`config.mk`:
```
export PLATFORM = sky130hd
export DESIGN_NAME = pwm_bit_decoder
export DESIGN_NICKNAME = d
export VERILOG_FILES = /design/src/rtl/pwm_bit_decoder.sv
export SDC_FILE = /design/constraint.sdc
export NUM_CORES = 1
export LEC_CHECK = 0
export CAP_MARGIN = 0
export CORE_AREA = 2 2 76 92
export CTS_CLUSTER_DIAMETER = 80
export DETAILED_ROUTE_END_ITERATION = 16
export DIE_AREA = 0 0 78 94
export SETUP_SLACK_MARGIN = 0.3
export SLEW_MARGIN = 20
export SYNTH_ARGS = -nofsm -noshare
export SYNTH_HDL_FRONTEND = slang
export SYNTH_SLANG_ARGS = --single-unit
```
`constraint.sdc`:
```
create_clock -name clk -period 6.6 [get_ports clk]
set_clock_uncertainty 0.2 [all_clocks]
set_input_delay 1.32 -clock clk [delete_from_list [all_inputs] [get_ports clk]]
set_output_delay 1.32 -clock clk [all_outputs]
set_load 0.005 [all_outputs]
```
`src/rtl/pwm_bit_decoder.sv`:
```
// PWM bit decoder: classifies filtered high-pulse widths into bits,
// packs NBITS bits MSB first and offers each word on a valid/ready port.
module pwm_bit_decoder #(
   parameter int CW        = 8,
   parameter int NBITS     = 8,
   parameter int SHORT_MIN = 3,
   parameter int SHORT_MAX = 5,
   parameter int LONG_MIN  = 6,
   parameter int LONG_MAX  = 12,
   parameter int GAP       = 20
) (
   input  logic             clk,
   input  logic             rst,
   input  logic             lvl,
   output logic [NBITS-1:0] data,
   output logic             valid,
   input  logic             ready,
   output logic             frame_end,
   output logic             err,
   output logic             ovf
);

   localparam int BW = $clog2(NBITS + 1);

   localparam logic [1:0] ST_IDLE = 2'd0;
   localparam logic [1:0] ST_HIGH = 2'd1;
   localparam logic [1:0] ST_LOW  = 2'd2;
   localparam logic [1:0] ST_SYNC = 2'd3;

   localparam logic [CW-1:0] L_SMIN = CW'(SHORT_MIN);
   localparam logic [CW-1:0] L_SMAX = CW'(SHORT_MAX);
   localparam logic [CW-1:0] L_LMIN = CW'(LONG_MIN);
   localparam logic [CW-1:0] L_LMAX = CW'(LONG_MAX);
   localparam logic [CW-1:0] L_GAP  = CW'(GAP);
   localparam logic [CW-1:0] L_ONE  = CW'(1);
   localparam logic [BW-1:0] L_LAST = BW'(NBITS - 1);

   logic [1:0]       r_state;
   logic [CW-1:0]    r_cnt;
   logic [BW-1:0]    r_bitcnt;
   logic [NBITS-2:0] r_shift;
   logic [NBITS-1:0] r_data;
   logic             r_valid;
   logic             r_frame_end;
   logic             r_err;
   logic             r_ovf;

   logic [CW-1:0]    w_cnt_inc;
   logic             w_is_short;
   logic             w_is_long;
   logic             w_fall;
   logic             w_good;
   logic             w_stuck;
   logic             w_commit;
   logic [NBITS-1:0] w_word;

   always_comb begin
      w_cnt_inc  = (r_cnt == '1) ? r_cnt : r_cnt + L_ONE;
      w_is_short = (r_cnt >= L_SMIN) && (r_cnt <= L_SMAX);
      w_is_long  = (r_cnt >= L_LMIN) && (r_cnt <= L_LMAX);
      w_fall     = (r_state == ST_HIGH) && !lvl;
      w_good     = w_fall && (w_is_short || w_is_long);
      w_stuck    = (r_state == ST_HIGH) && lvl && (w_cnt_inc > L_LMAX);
      w_commit   = w_good && (r_bitcnt == L_LAST);
      w_word     = {r_shift, w_is_long};
   end

   always_ff @(posedge clk or posedge rst) begin
      if (rst) begin
         r_state     <= ST_IDLE;
         r_cnt       <= '0;
         r_bitcnt    <= '0;
         r_shift     <= '0;
         r_data      <= '0;
         r_valid     <= 1'b0;
         r_frame_end <= 1'b0;
         r_err       <= 1'b0;
         r_ovf       <= 1'b0;
      end else begin
         r_frame_end <= 1'b0;
         r_err       <= 1'b0;
         r_ovf       <= 1'b0;

         case (r_state)
            ST_IDLE: begin
               if (lvl) begin
                  r_state <= ST_HIGH;
                  r_cnt   <= L_ONE;
               end
            end
            ST_HIGH: begin
               if (w_stuck) begin
                  r_err    <= 1'b1;
                  r_bitcnt <= '0;
                  r_cnt    <= '0;
                  r_state  <= ST_SYNC;
               end else if (lvl) begin
                  r_cnt <= w_cnt_inc;
               end else if (w_good) begin
                  r_shift  <= w_word[NBITS-2:0];
                  r_bitcnt <= w_commit ? '0 : r_bitcnt + 1'b1;
                  r_cnt    <= L_ONE;
                  r_state  <= ST_LOW;
               end else begin
                  // the falling sample already counts as the first low
                  r_err    <= 1'b1;
                  r_bitcnt <= '0;
                  r_cnt    <= L_ONE;
                  r_state  <= ST_SYNC;
               end
            end
            ST_LOW: begin
               if (lvl) begin
                  r_cnt   <= L_ONE;
                  r_state <= ST_HIGH;
               end else if (w_cnt_inc == L_GAP) begin
                  r_frame_end <= 1'b1;
                  r_bitcnt    <= '0;
                  r_shift     <= '0;
                  r_cnt       <= '0;
                  r_state     <= ST_IDLE;
               end else begin
                  r_cnt <= w_cnt_inc;
               end
            end
            default: begin
               if (lvl) begin
                  r_cnt <= '0;
               end else if (w_cnt_inc == L_GAP) begin
                  r_cnt   <= '0;
                  r_state <= ST_IDLE;
               end else begin
                  r_cnt <= w_cnt_inc;
               end
            end
         endcase

         if (w_commit) begin
            if (!r_valid || ready) begin
               r_data  <= w_word;
               r_valid <= 1'b1;
            end else begin
               r_ovf <= 1'b1;
            end
         end else if (r_valid && ready) begin
            r_valid <= 1'b0;
         end
      end
   end

   assign data      = r_data;
   assign valid     = r_valid;
   assign frame_end = r_frame_end;
   assign err       = r_err;
   assign ovf       = r_ovf;

endmodule
```
# Yosys cells after proc, flatten, opt, wreduce, memory -nomap -nowiden
# Cells that the tools add are included.
[op_classes] add_sub_neg=2 order_cmp=5 eq_ne=14 muxes=41 n_reduce_logical=20
[ops] cell="$mux 8" n=7
[ops] cell="$mux 7" n=5
[ops] cell="$mux 4" n=6
[ops] cell="$pmux 8 s3" n=1
[ops] cell="$pmux 7 s2" n=1
[ops] cell="$mux 1" n=13
[ops] cell="$mux 2" n=6
[ops] cell="$ne 2x2->1 const B" n=6
[ops] cell="$add 8x1->8 const B" n=1
[ops] cell="$eq 8x5->1 const B" n=1
[ops] cell="$eq 8x8->1 const B" n=1
[ops] cell="$ge 8x2->1 const B" n=1
[ops] cell="$ge 8x3->1 const B" n=1
[ops] cell="$gt 8x4->1 const B" n=1
[ops] cell="$le 8x3->1 const B" n=1
[ops] cell="$le 8x4->1 const B" n=1
[ops] cell="$logic_and 1x1->1" n=8
[ops] cell="$pmux 4 s2" n=1
[ops] cell="$pmux 2 s3" n=1
[ops] cell="$reduce_and 6->1" n=1
[ops] cell="$add 4x1->4 const B" n=1
[ops] cell="$eq 4x3->1 const B" n=1
[ops] cell="$ne 4x1->1 const B" n=1
[ops] cell="$reduce_and 2->1" n=2
[ops] cell="other kinds (10)" n=13
[word_totals] ff_bits=33 in_bits=4 out_inout_bits=12

# Depth between registers and ports, before layout
[logic_depth] depth_word=10 ltp_mapped=9 mapped_depth_nobuf=8

# Least setup slack after synthesis
# No wires, ideal clock.
[synth_path] kind="input to register" start="input lvl" end="register r_cnt[7]" setup_time_ps=78 arrival_ps=2582 required_ps=6322 path_slack_ps=3740 stages=5 n_path_buf=1 path_cell_list="clkbuf_1 -> o2111ai_1 -> o21ai_1 -> o31ai_1 -> a21oi_1"
[synth_via] elab_chain_cells=4
[synth_lines] item="from (decl)" line_no="14" text="input logic lvl,"
[synth_lines] item="$logic_and 1x1->1 (2 in series)" line_no="63" text="w_stuck = (r_state == ST_HIGH) && lvl && (w_cnt_inc > L_LMAX);"
[synth_lines] item="$mux 8" line_no="92" text="if (w_stuck) begin"
[synth_lines] item="$pmux 8 s3" line_no="84" text="case (r_state)"
[synth_lines] item="to (signal assigned)" line_no="98" text="r_cnt <= w_cnt_inc;"
[synth_lines] item="to (signal assigned)" line_no="123" text="r_cnt <= w_cnt_inc;"
[synth_lines] item="to (signal assigned)" line_no="133" text="r_cnt <= w_cnt_inc;"
[synth_lines] item="to (decl)" line_no="39" text="logic [CW-1:0] r_cnt;"
# Parallel ways exist; a longest one is shown, timed or not.
# A chain may end at the register's enable or synchronous reset.

# Worst setup path in the final report
[layout_path] start="input lvl" end="register r_shift[0]"
[layout_via] elab_chain_cells=5
[layout_lines] item="$logic_not 1->1" line_no="61" text="w_fall = (r_state == ST_HIGH) && !lvl;"
[layout_lines] item="$logic_and 1x1->1" line_no="61"
[layout_lines] item="$logic_and 1x1->1" line_no="62" text="w_good = w_fall && (w_is_short || w_is_long);"
[layout_lines] item="$ne 2x2->1 (no line)"
[layout_lines] item="$reduce_and 6->1 (no line) (*)"
[layout_lines] item="to (signal assigned)" line_no="100" text="r_shift <= w_word[NBITS-2:0];"
[layout_lines] item="to (decl)" line_no="41" text="logic [NBITS-2:0] r_shift;"
# Mark *: on every way between the ends. The rest lies on a longest branch, timed or not.

==> key figures <==
Outcome
  • Status: finished, final reports clean

Cells and area
  • Final #Nets: slightly above 200
  • Layout cell share with drive strength beyond 1: about 12%
  • Final instance area: approximately 2200 sq um
  • Layout Cells excl Fill: roughly 280
  • Ant diodes: 0
  • Area delta synth->final: 19.3%

Min path
  • Hold depth: 2
  • Min-delay worst type: flop to flop

CTS
  • Worst-Skew Late Latency: about 0.28 ns
  • Clock Sink Count: 33
  • Post-CTS resize count: 0
  • Clock buffer depth: 2
  • Clock root buffer master: clkbuf_8
  • CTS Hold Buffers Added: 0
  • Number of buffers created by CTS: 5
  • CTS tree: built
  • Setup Buffers After CTS: 0
  • Register clock-pin slew on the reported worst setup and hold paths: about 0.070 ns
  • Max H-tree Level: 2

Routing
  • Via Count: 1441
  • Vias per cell: a little over 5
  • Antenna viol nets, final: 0
  • DR iter-0 viols: 65
  • DR top layer: met4
  • Met2 WL: around 1800 um
  • Number of remaining DRC errors: 0
  • Drt first pass iters: 4
  • Met3 WL: 161 um
  • Wire length per cell: approximately 14 um
  • WL met1: between 1500 and 2000 um
  • Post-Route WL: just under 4000 um

Setup path
  • Critical path startpoint category: input pin
  • Slowest CP cell: a2111oi_4
  • CP required: between 6 and 7 ns
  • WS Path Type: input pin to flop
  • Crit path max fanout: 16
  • Setup crit end kind: flop
  • Cells on worst reg2reg path: 6
  • Slowest stage delay, CP: between 0.7 and 0.8 ns
  • Worst path cell trace: clkdlybuf4s50_1 > a2111oi_4 > o2bb2ai_1 > a22o_1
  • Arr. time, crit path: 3.34 ns

Place
  • Area after DPL: between 2000 and 2500 sq um
  • # placed instances: between 200 and 300
  • Placed wire-length estimate: approximately 2700 um
  • Port buffer count: 15
  • Placer Congestion: roughly 0.85

Floorplan
  • Rows: 32
  • Die Ht: 94 um
  • Core area: between 6000 and 7000 sq um
  • Die width: roughly 78 um
  • Top Ports: 16
  • Starting Density: between 20% and 30%
  • Full die area: about 7300 sq um

Yosys
  • Seq/Total Area, Yosys: 45.2%
  • Asr flop ratio synth: 100%
  • Synth Flop Type: dfrtp_1
  • Share of the synthesized area in the top cell type: between 40% and 50%
  • Commonest cells post-synth: dfrtp_1, nor2_1, a21oi_1, nand2_1, a22o_1
  • Most frequent cell after synthesis: dfrtp_1
  • Post-synthesis cell type count: 47
  • EDFF count, synth: 0
  • Synthesized area: roughly 1800 sq um
  • Syn Area/Cell: between 9 and 10 sq um
  • Synth area leaders: dfrtp_1, mux2_2, a22o_1, a21oi_1, nor2_1
  • Syn Nets: a little under 200
  • Mapped Cells: ~190
  • Flops & latches, synth: 33
  • Synth warn: 0
  • Cell type with the largest total area after synthesis: dfrtp_1

STA
  • RSZ-0062 raised after global routing: false
  • Final Hold Viols: 0
  • Hold Slack: ~0.28 ns
  • Rel. slew slack: between 40% and 50%
  • Period utilization: between 50 and 60%
  • Setup_tns: 0 ns
  • Slew Viols, Final: 0
  • Final setup violation count: 0
  • Max Clk Rate: 297 MHz
  • Worst-Margin Slew: 0.891 ns
  • Final Critical Period: between 3 and 4 ns

Global routing
  • All-Layer GR Usage: between 10% and 20%
  • Largest net degree at the start of global routing: 34
  • Initial antenna violation count: 0
  • GR Overflow Total: 0
  • First-pass GRT wire length: ~6700 um
  • Number of global-route vias before repair: approximately 1400

Flow run
  • Max capacitance violation total: 0

Power and ir drop
  • Seq pwr share: roughly 46%
  • Design Power: about 0.46 mW
  • Comb pwr share: approximately 5.9%
  • Sw frac: between 20% and 30%
  • Int Pwr: 0.365 mW
  • Switching power: between 0.09 and 0.1 mW
  • Max VDD drop: around 0.078 mV
  • Clk pwr share: 48.5%
  • Static leakage: 0.925 nW
  • Pwr dens: roughly 210 nW/um^2
layout by cell type (no fill, tap or decap), drive strengths merged, types with 3 or more instances in the layout:
master / n
ha: 5
nor2: 19
a31oi: 4
nor3b: 4
mux2: 8
o21ai: 7
nand3: 3
nor2b: 4
dfrtp: 33
nand2b: 3
a22o: 9
clkbuf: 5
o31ai: 3
clkdlybuf4s50: 15
a21oi: 15
o22ai: 3
nor3: 3
inv: 5
nand2: 15
and3: 3
stage by stage:
stage                     util, %  worst slack [ns]
after global routing         34.0              3.04
after floorplan                 -              3.74
after detailed placement     31.9              2.96
after CTS                    34.0              3.26
final                        34.0              3.23
after global placement       31.9              3.02
flip-flops by register name (all words and copies together), names as in the netlist:
signal	cells
data	8
err	1
frame_end	1
ovf	1
r_bitcnt	4
r_cnt	8
r_shift	7
r_state	2
valid	1
worst max-delay path, delay by kind of cell:
family	cells	cell delay (ns)
buf+inv	1	0.59
compound gates	3	1.42
power by group through the flow:
stage	Sequential [mW]	Combinational [mW]	Clock, mW
2_1_floorplan	0.211	0.0225	0
3_3_place_gp	0.214	0.0274	0
3_5_place_dp	0.214	0.0276	0
4_1_cts	0.210	0.0277	0.230
5_1_grt	0.211	0.0314	0.238
6_report	0.210	0.0274	0.223
cells by family after synthesis:
family / share of synthesized area [%]
flip-flops: 45.2
AO/OA/AOI/OAI: 22.3
adder cells (fa/ha/maj): 3.43
multiplexers: 5.48
buffers and inverters: 3.56
AND/OR/NAND/NOR: 19.9
final cells by class:
type                    count  area, sq um
clock buffers               5         68.8
clock inverters             3         65.1
fillers                   677         4230
inverters                   5         18.8
multi-input cells         137          935
flip-flops and latches     33          826
well taps                  85          106
repair buffers             16          158
final timing paths:
kind                                 startpoint                endpoint  slack (ns)
max                                         lvl  r_shift[0]$_DFFE_PP0P_        3.23
min                         data[0]$_DFFE_PP0P_     data[0]$_DFFE_PP0P_        0.28
max reg2reg                r_cnt[1]$_DFFE_PP0P_  r_shift[0]$_DFFE_PP0P_        3.34
min reg2reg                 data[0]$_DFFE_PP0P_     data[0]$_DFFE_PP0P_        0.28
max in group asynchronous                   rst     data[0]$_DFFE_PP0P_        4.66
min in group asynchronous                   rst     data[6]$_DFFE_PP0P_        1.24
per-layer routing:
| metal | GRT usage, % | up-vias |
|---|---|---|
| met2 | 18.5 | 31 |
| met3 | 3.27 | 2 |
| met5 | 0 | - |
| li1 | - | 711 |
| met4 | 5.12 | 0 |
| met1 | 15.1 | 697 |
Note: power is estimated with default switching activity, not from simulation.
